### src/rtl/gate_sweep_unit.sv
// Self-sequencing sweep of every N-bit vector through a selectable N-input reduction gate.
// Optional pause input is compiled in when GATE_SWEEP_PAUSE_EN is defined.
module gate_sweep_unit #(
  parameter int N = 4
) (
  input  logic         clk,
  input  logic         reset_n,
  input  logic         start,
  input  logic [2:0]   mode,
`ifdef GATE_SWEEP_PAUSE_EN
  input  logic         pause,
`endif
  output logic [N-1:0] a_out,
  output logic         y_out,
  output logic         out_valid,
  output logic [N:0]   ones_count,
  output logic         busy,
  output logic         done
);

  localparam int CW = N + 1;

  typedef enum logic [1:0] {
    IDLE = 2'd0,
    RUN  = 2'd1,
    DONE = 2'd2
  } state_e;

  state_e        state_q, state_d;
  logic [N:0]    vec_q;
  logic [2:0]    mode_q;
  logic          gateY;
  logic          stall;
  logic [N-1:0]  vecLow;

`ifdef GATE_SWEEP_PAUSE_EN
  assign stall = pause;
`else
  assign stall = 1'b0;
`endif

  assign vecLow = vec_q[N-1:0];

  always_comb begin
    gateY = 1'b0;
    case (mode_q)
      3'd0:    gateY = &vecLow;
      3'd1:    gateY = |vecLow;
      3'd2:    gateY = ^vecLow;
      3'd3:    gateY = ~(&vecLow);
      3'd4:    gateY = ~(|vecLow);
      3'd5:    gateY = ~(^vecLow);
      default: gateY = 1'b0;
    endcase
  end

  always_ff @(posedge clk or negedge reset_n) begin
    if (!reset_n) state_q <= IDLE;
    else          state_q <= state_d;
  end

  // vec_q carries one extra bit so the cycle after the last vector is
  // distinguishable; that cycle is the one that enters DONE.
  always_comb begin
    state_d = state_q;
    case (state_q)
      IDLE:    if (start) state_d = RUN;
      RUN:     if (!stall && vec_q[N]) state_d = DONE;
      DONE:    if (start) state_d = RUN;
      default: state_d = IDLE;
    endcase
  end

  always_comb begin
    busy = (state_q == RUN);
    done = (state_q == DONE);
  end

  always_ff @(posedge clk or negedge reset_n) begin
    if (!reset_n) begin
      vec_q      <= '0;
      mode_q     <= '0;
      a_out      <= '0;
      y_out      <= 1'b0;
      out_valid  <= 1'b0;
      ones_count <= '0;
    end else begin
      case (state_q)
        RUN: begin
          if (stall || vec_q[N]) begin
            out_valid <= 1'b0;
          end else begin
            a_out      <= vecLow;
            y_out      <= gateY;
            out_valid  <= 1'b1;
            ones_count <= ones_count + CW'(gateY);
            vec_q      <= vec_q + CW'(1);
          end
        end
        default: begin
          out_valid <= 1'b0;
          if (start) begin
            mode_q     <= mode;
            vec_q      <= '0;
            ones_count <= '0;
          end
        end
      endcase
    end
  end

endmodule

### config.mk
export PLATFORM = sky130hd
export DESIGN_NAME = gate_sweep_unit
export DESIGN_NICKNAME = d
export VERILOG_FILES = /design/src/rtl/gate_sweep_unit.sv
export SDC_FILE = /design/constraint.sdc
export NUM_CORES = 1
export LEC_CHECK = 0
export ABC_AREA = 1
export CAP_MARGIN = 10
export CORE_MARGIN = 1
export CORE_UTILIZATION = 45
export DETAILED_ROUTE_END_ITERATION = 12
export GPL_TIMING_DRIVEN = 1
export PLACE_DENSITY = 0.73
export SLEW_MARGIN = 40
export SYNTH_ARGS = -nofsm -noshare
export SYNTH_HDL_FRONTEND = slang
export SYNTH_SLANG_ARGS = --single-unit
### constraint.sdc
create_clock -name clk -period 2 [get_ports clk]
set_input_delay 0.4 -clock clk [delete_from_list [all_inputs] [get_ports clk]]
set_output_delay 0.4 -clock clk [all_outputs]
set_load 0.05 [all_outputs]
==> results of run 1 <==
kinds of logic after synthesis:
group           share of synthesized area (%)
simple gates                            25.21
xor+xnor                               0.8286
flops                                   49.70
compound gates                          8.876
buf+inv                                 8.283
fa+ha+maj                               7.100
worst min path at each step:
stage                            end
6_report       mode_q[0]$_DFFE_PN0P_
5_1_grt        mode_q[0]$_DFFE_PN0P_
4_1_cts         vec_q[1]$_DFFE_PN0P_
3_5_place_dp       y_out$_DFFE_PN0P_
3_3_place_gp       y_out$_DFFE_PN0P_
2_1_floorplan   a_out[0]$_DFFE_PN0P_
through the flow:
step | cells | setup slack, ns | area, um^2 | util [%]
detailed placement | 172 | -0.06892 | 1281 | 57.92
global placement | 172 | -0.02167 | 1281 | 57.92
floorplan | 124 | 0.1007 | 1057 | -
CTS | 179 | 0.001628 | 1346 | 60.86
global route | 184 | -0.1884 | 1456 | 65.84
finish | 184 | -0.05946 | 1456 | 65.84
synthesized netlist by cell type:
cell type,instances
dfrtp_1,21
o22ai_1,3
buf_2,1
nand2_1,31
nor2_1,10
buf_6,1
xnor2_1,1
o21ai_0,12
a21oi_1,3
inv_2,1
ha_1,6
inv_1,18
nor3_2,2
nor2_8,1
nor2_2,1
nand2_4,1
nand3_1,11
routing by layer:
layer | GRT usage, % | vias to the layer above
li1 | - | 462
met1 | 21.86 | 441
met2 | 37.33 | 18
met3 | 3.939 | 8
met4 | 10.65 | 0
met5 | 0 | -
critical path, delay by kind of cell, from the launching register on:
kind,cells,cell delay [ns]
compound gates,2,0.20
flops,1,0.42
simple gates,8,0.58
buf+inv,2,0.12
fa+ha+maj,3,0.63
flip-flops by register name, summed over array words and instances, names as in the netlist:
signal      count
a_out           4
mode_q          3
ones_count      5
out_valid       1
state_q         2
vec_q           5
y_out           1
area by class of cell:
cell class	instances	share of cell area, %
Sequential cell	21	36.08
Multi-Input combinational cell	82	36.17
Clock buffer	3	1.546
Tap cell	28	2.405
Timing Repair Buffer	30	18.56
Clock inverter	1	0.3436
Inverter	19	4.897
what timing repair did:
| action | 4_1_cts | 5_1_grt |
|---|---|---|
| resized for setup | 7 | 21 |
| pin swaps | 2 | 9 |
| setup endpoints to repair | 2 | 3 |
| buffers inserted | 3 | 5 |
==> results.cfg, run 1 <==
[placed_design]
port_buffers = 18
gp_congestion = 0.7656
dp_hpwl_um = 1464

[critical_path]
crit_type = reg2reg
critPathMaxStageDelay_ns = 0.42
cp-end-kind = flip-flop
r2r-start = vec_q[0]$_DFFE_PN0P_
cp-startpoint = vec_q[0]$_DFFE_PN0P_
crit_fanout = 3
reg2reg_to = ones_count[4]$_DFFE_PN0P_
endpoint = ones_count[4]$_DFFE_PN0P_
worst-r2r-cell-count = 15
startpoint_type = flip-flop
cpMaxStageDelayCell = dfrtp_1
cp.arrival_ns = 2.27
cp_cell_sequence = inv_2, ha_4, inv_2, nand2_2, nand2_1, nor2_1, nor2_1, nand3_1, ha_2, ha_4, nand2_4, nor2_4, nand2_2, o21ai_2, a21oi_2
required_ns = 2.21
r2r_slack_ns = -0.06

[timing]
fin_crit_ns = 2.059
setup_viol = 1
hold_viol_final = 0
finalMaxSlewViolations = 0
rsz0062_at_grt = true
period_share_pct = 103.0
hold_ws_ns = 0.4127
slew_headroom_pct = 66.52
fmax_ghz = 0.4856
fin_skew_ns = 0.0006888
max_slew.worst_pin.slew_ns = 0.5006
tns_ns = -0.05946
setup_ws_ns = -0.05946

[floorplan]
num_io_pins = 19
num_rows = 17
die-area_um2 = 2547
start_util_pct = 47.79
die_h_um = 50.47
coreArea_um2 = 2212
die_w_um = 50.47

[routing]
drtAntennaViolNets = 0
wl_met3_um = 77
drc = 0
drt_pass1_iterations = 6
num_vias = 929
first_iter_violations = 11
top_layer = met4
wl_per_cell_um = 12.36
via_per_inst = 5.049
routed_wl_um = 2274
wl_met1_um = 928
route.met2.wl_um = 1209

[status]
status = finished with violations
violations = setup timing

[yosys]
synthCells = 124
synth_warnings = 0
ys_seq_area_share_pct = 49.70
ys_ff_latch = 21
avgSynthCellArea_um2 = 8.526
syn-num-nets = 136
syn_area_um2 = 1057
synthTopCellsByArea = dfrtp_1 50%, nand2_1 11%, ha_1 7.1%, inv_1 6.4%, o21ai_0 5.7%
yosysUniqueCellTypes = 17
synth_top_cell_area_share_pct = 49.70
synth_top_area_cell = dfrtp_1

[clock_tree]
cts-root-buf = clkbuf_4
holdBufCountCts = 0
htree_levels = 1
clkTransAtPathRegs_ns = 0.12
clock-sinks = 21
clk_latency_ns = 0.30
cts_buffers = 3
clockBufferDepth = 2
tritoncts = built

[global_route]
grt_use_total_pct = 20.39
grt_pass1_vias = 916
globalRouteOverflowTotal = 0
grt_pass1_wl_um = 3829
antenna_found_initial = 0
grt_max_degree = 22

[finish]
area_growth_pct = 37.75
fin_nets = 169
final_layout_size_suffix_gt1_share_pct = 28.21
fillCellCount = 184
multi_input_area_um2 = 526.8
layout_common_cells = 26 x nand2_1, 21 x dfrtp_1, 14 x clkdlybuf4s50_1, 14 x buf_4, 12 x inv_1
mostFrequentLayoutCell = nand2_1
seq_area_um2 = 525.5
n_antenna_cell = 0

[hold_path]
hp-class = in2async

[flow_run]
cap_violations = 0
Power of run 1 is not shown: default switching activity piles up to over one toggle a cycle in this logic, so the estimate is an artifact.
==> run 2, diff against run 1 <==
PLACE_DENSITY = 0.67   (was 0.73)
==> results.cfg, run 2 (synthesis results as in run 1) <==
[finish]
reg_top3 = ones_count: 5 flops, vec_q: 5 flops, a_out: 4 flops
layout_common_cells = 28 x nand2_1, 21 x dfrtp_1, 19 x buf_4
fin_nets = 174
seq_area_um2 = 525.5
multi_input_area_um2 = 511.7
n_antenna_cell = 0
mostFrequentLayoutCell = nand2_1
final_layout_size_suffix_gt1_share_pct = 26.71
fillCellCount = 181
area_growth_pct = 40.24

[global_route]
grt_use_total_pct = 19.50
grt_pass1_wl_um = 3622
globalRouteOverflowTotal = 0
grt_max_degree = 22
grt_pass1_vias = 872
antenna_found_initial = 0

[critical_path]
critical-path-top-delay-family = buffers and inverters
r2r-start = vec_q[0]$_DFFE_PN0P_
crit_fanout = 3
cp-startpoint = vec_q[0]$_DFFE_PN0P_
r2r_slack_ns = -0.03
cp_common_cell = buf_4
cp-end-kind = flip-flop
critPathMaxStageDelay_ns = 0.43
crit_type = reg2reg
crit_buf_inv = 7
startpoint_type = flip-flop
cp.arrival_ns = 2.22
worst-r2r-cell-count = 15
reg2reg_to = y_out$_DFFE_PN0P_
cpMaxStageDelayCell = dfrtp_1
required_ns = 2.20
cp_cell_sequence = inv_2, ha_4, inv_4, nand2_2, nand2_1, nor2_1, nor2_1, nand3_2, buf_4, buf_4, buf_4, buf_4, buf_4, nand2_1, nand2_1

[status]
violations = setup timing
status = finished with violations

[routing]
via_per_inst = 4.947
num_vias = 935
wl_per_cell_um = 12.14
routed_wl_um = 2295
drt_pass1_iterations = 4
first_iter_violations = 14
drtAntennaViolNets = 0
drc = 0

[clock_tree]
tritoncts = built
holdBufCountCts = 0
clockBufferDepth = 2
cts-root-buf = clkbuf_4
clkTransAtPathRegs_ns = 0.11
clock-sinks = 21
clk_latency_ns = 0.29
htree_levels = 1
cts_buffers = 3

[timing]
rsz0062_at_grt = true
period_share_pct = 101.3
fin_crit_ns = 2.026
finalMaxSlewViolations = 0
slew_headroom_pct = 66.60
fmax_ghz = 0.4935
max_slew.worst_pin.slew_ns = 0.4994
setup_ws_ns = -0.02646
tns_ns = -0.04277
setup_viol = 2
hold_viol_final = 0
fin_skew_ns = 0.003059

[flow_run]
cap_violations = 0

[hold_path]
hp-class = in2async

[placed_design]
gp_congestion = 0.8446
port_buffers = 18
dp_hpwl_um = 1400

[floorplan]
die-area_um2 = 2547
die_h_um = 50.47
num_io_pins = 19
die_w_um = 50.47
start_util_pct = 47.79
coreArea_um2 = 2212
num_rows = 17
## run 2: area by class of cell
class / count / share of cell area (%)
timing repair buffer: 35 / 20.93
multi-input combinational: 82 / 34.51
sequential: 21 / 35.44
inverter: 19 / 4.979
clock buffer: 4 / 1.772
tap: 28 / 2.363
## run 2: layer usage
| metal | GRT usage (%) | wire, um | vias up |
|---|---|---|---|
| met5 | 0 | 0 | - |
| met4 | 6.944 | 38 | 0 |
| met3 | 3.636 | 57 | 6 |
| met2 | 34.67 | 1208 | 18 |
| met1 | 23.26 | 991 | 444 |
| li1 | - | - | 467 |
## run 2: timing repair
item                                    4_1_cts  5_1_grt
pin swaps                                     4        6
endpoints found under the setup margin        1        6
setup buffers                                10        4
resized for setup                             5       17
endpoints found under the hold margin         0        0
gates cloned                                  0        0
## run 2: worst max path at each step
stage | end | slack (ns) | cells after the start
2_1_floorplan | ones_count[4]$_DFFE_PN0P_ | 0.10 | 15
3_3_place_gp | ones_count[4]$_DFFE_PN0P_ | -0.03 | 15
3_5_place_dp | ones_count[4]$_DFFE_PN0P_ | -0.11 | 15
4_1_cts | ones_count[4]$_DFFE_PN0P_ | -0.001 | 15
5_1_grt | ones_count[4]$_DFFE_PN0P_ | -0.17 | 15
6_report | y_out$_DFFE_PN0P_ | -0.03 | 15
## run 2: metrics by stage
stage / worst slack [ns] / instances / utilization [%] / hold slack [ns] / instance area (um^2)
5_1_grt: -0.1671 / 189 / 67.02 / 0.4576 / 1483
2_1_floorplan: 0.1007 / 124 / - / 0.1044 / 1057
4_1_cts: -0.001263 / 185 / 62.95 / 0.4296 / 1393
3_5_place_dp: -0.1057 / 171 / 57.58 / 0.4703 / 1274
3_3_place_gp: -0.02779 / 171 / 57.58 / 0.4637 / 1274
6_report: -0.02646 / 189 / 67.02 / 0.4230 / 1483
Power of run 2 is left out for the same reason.
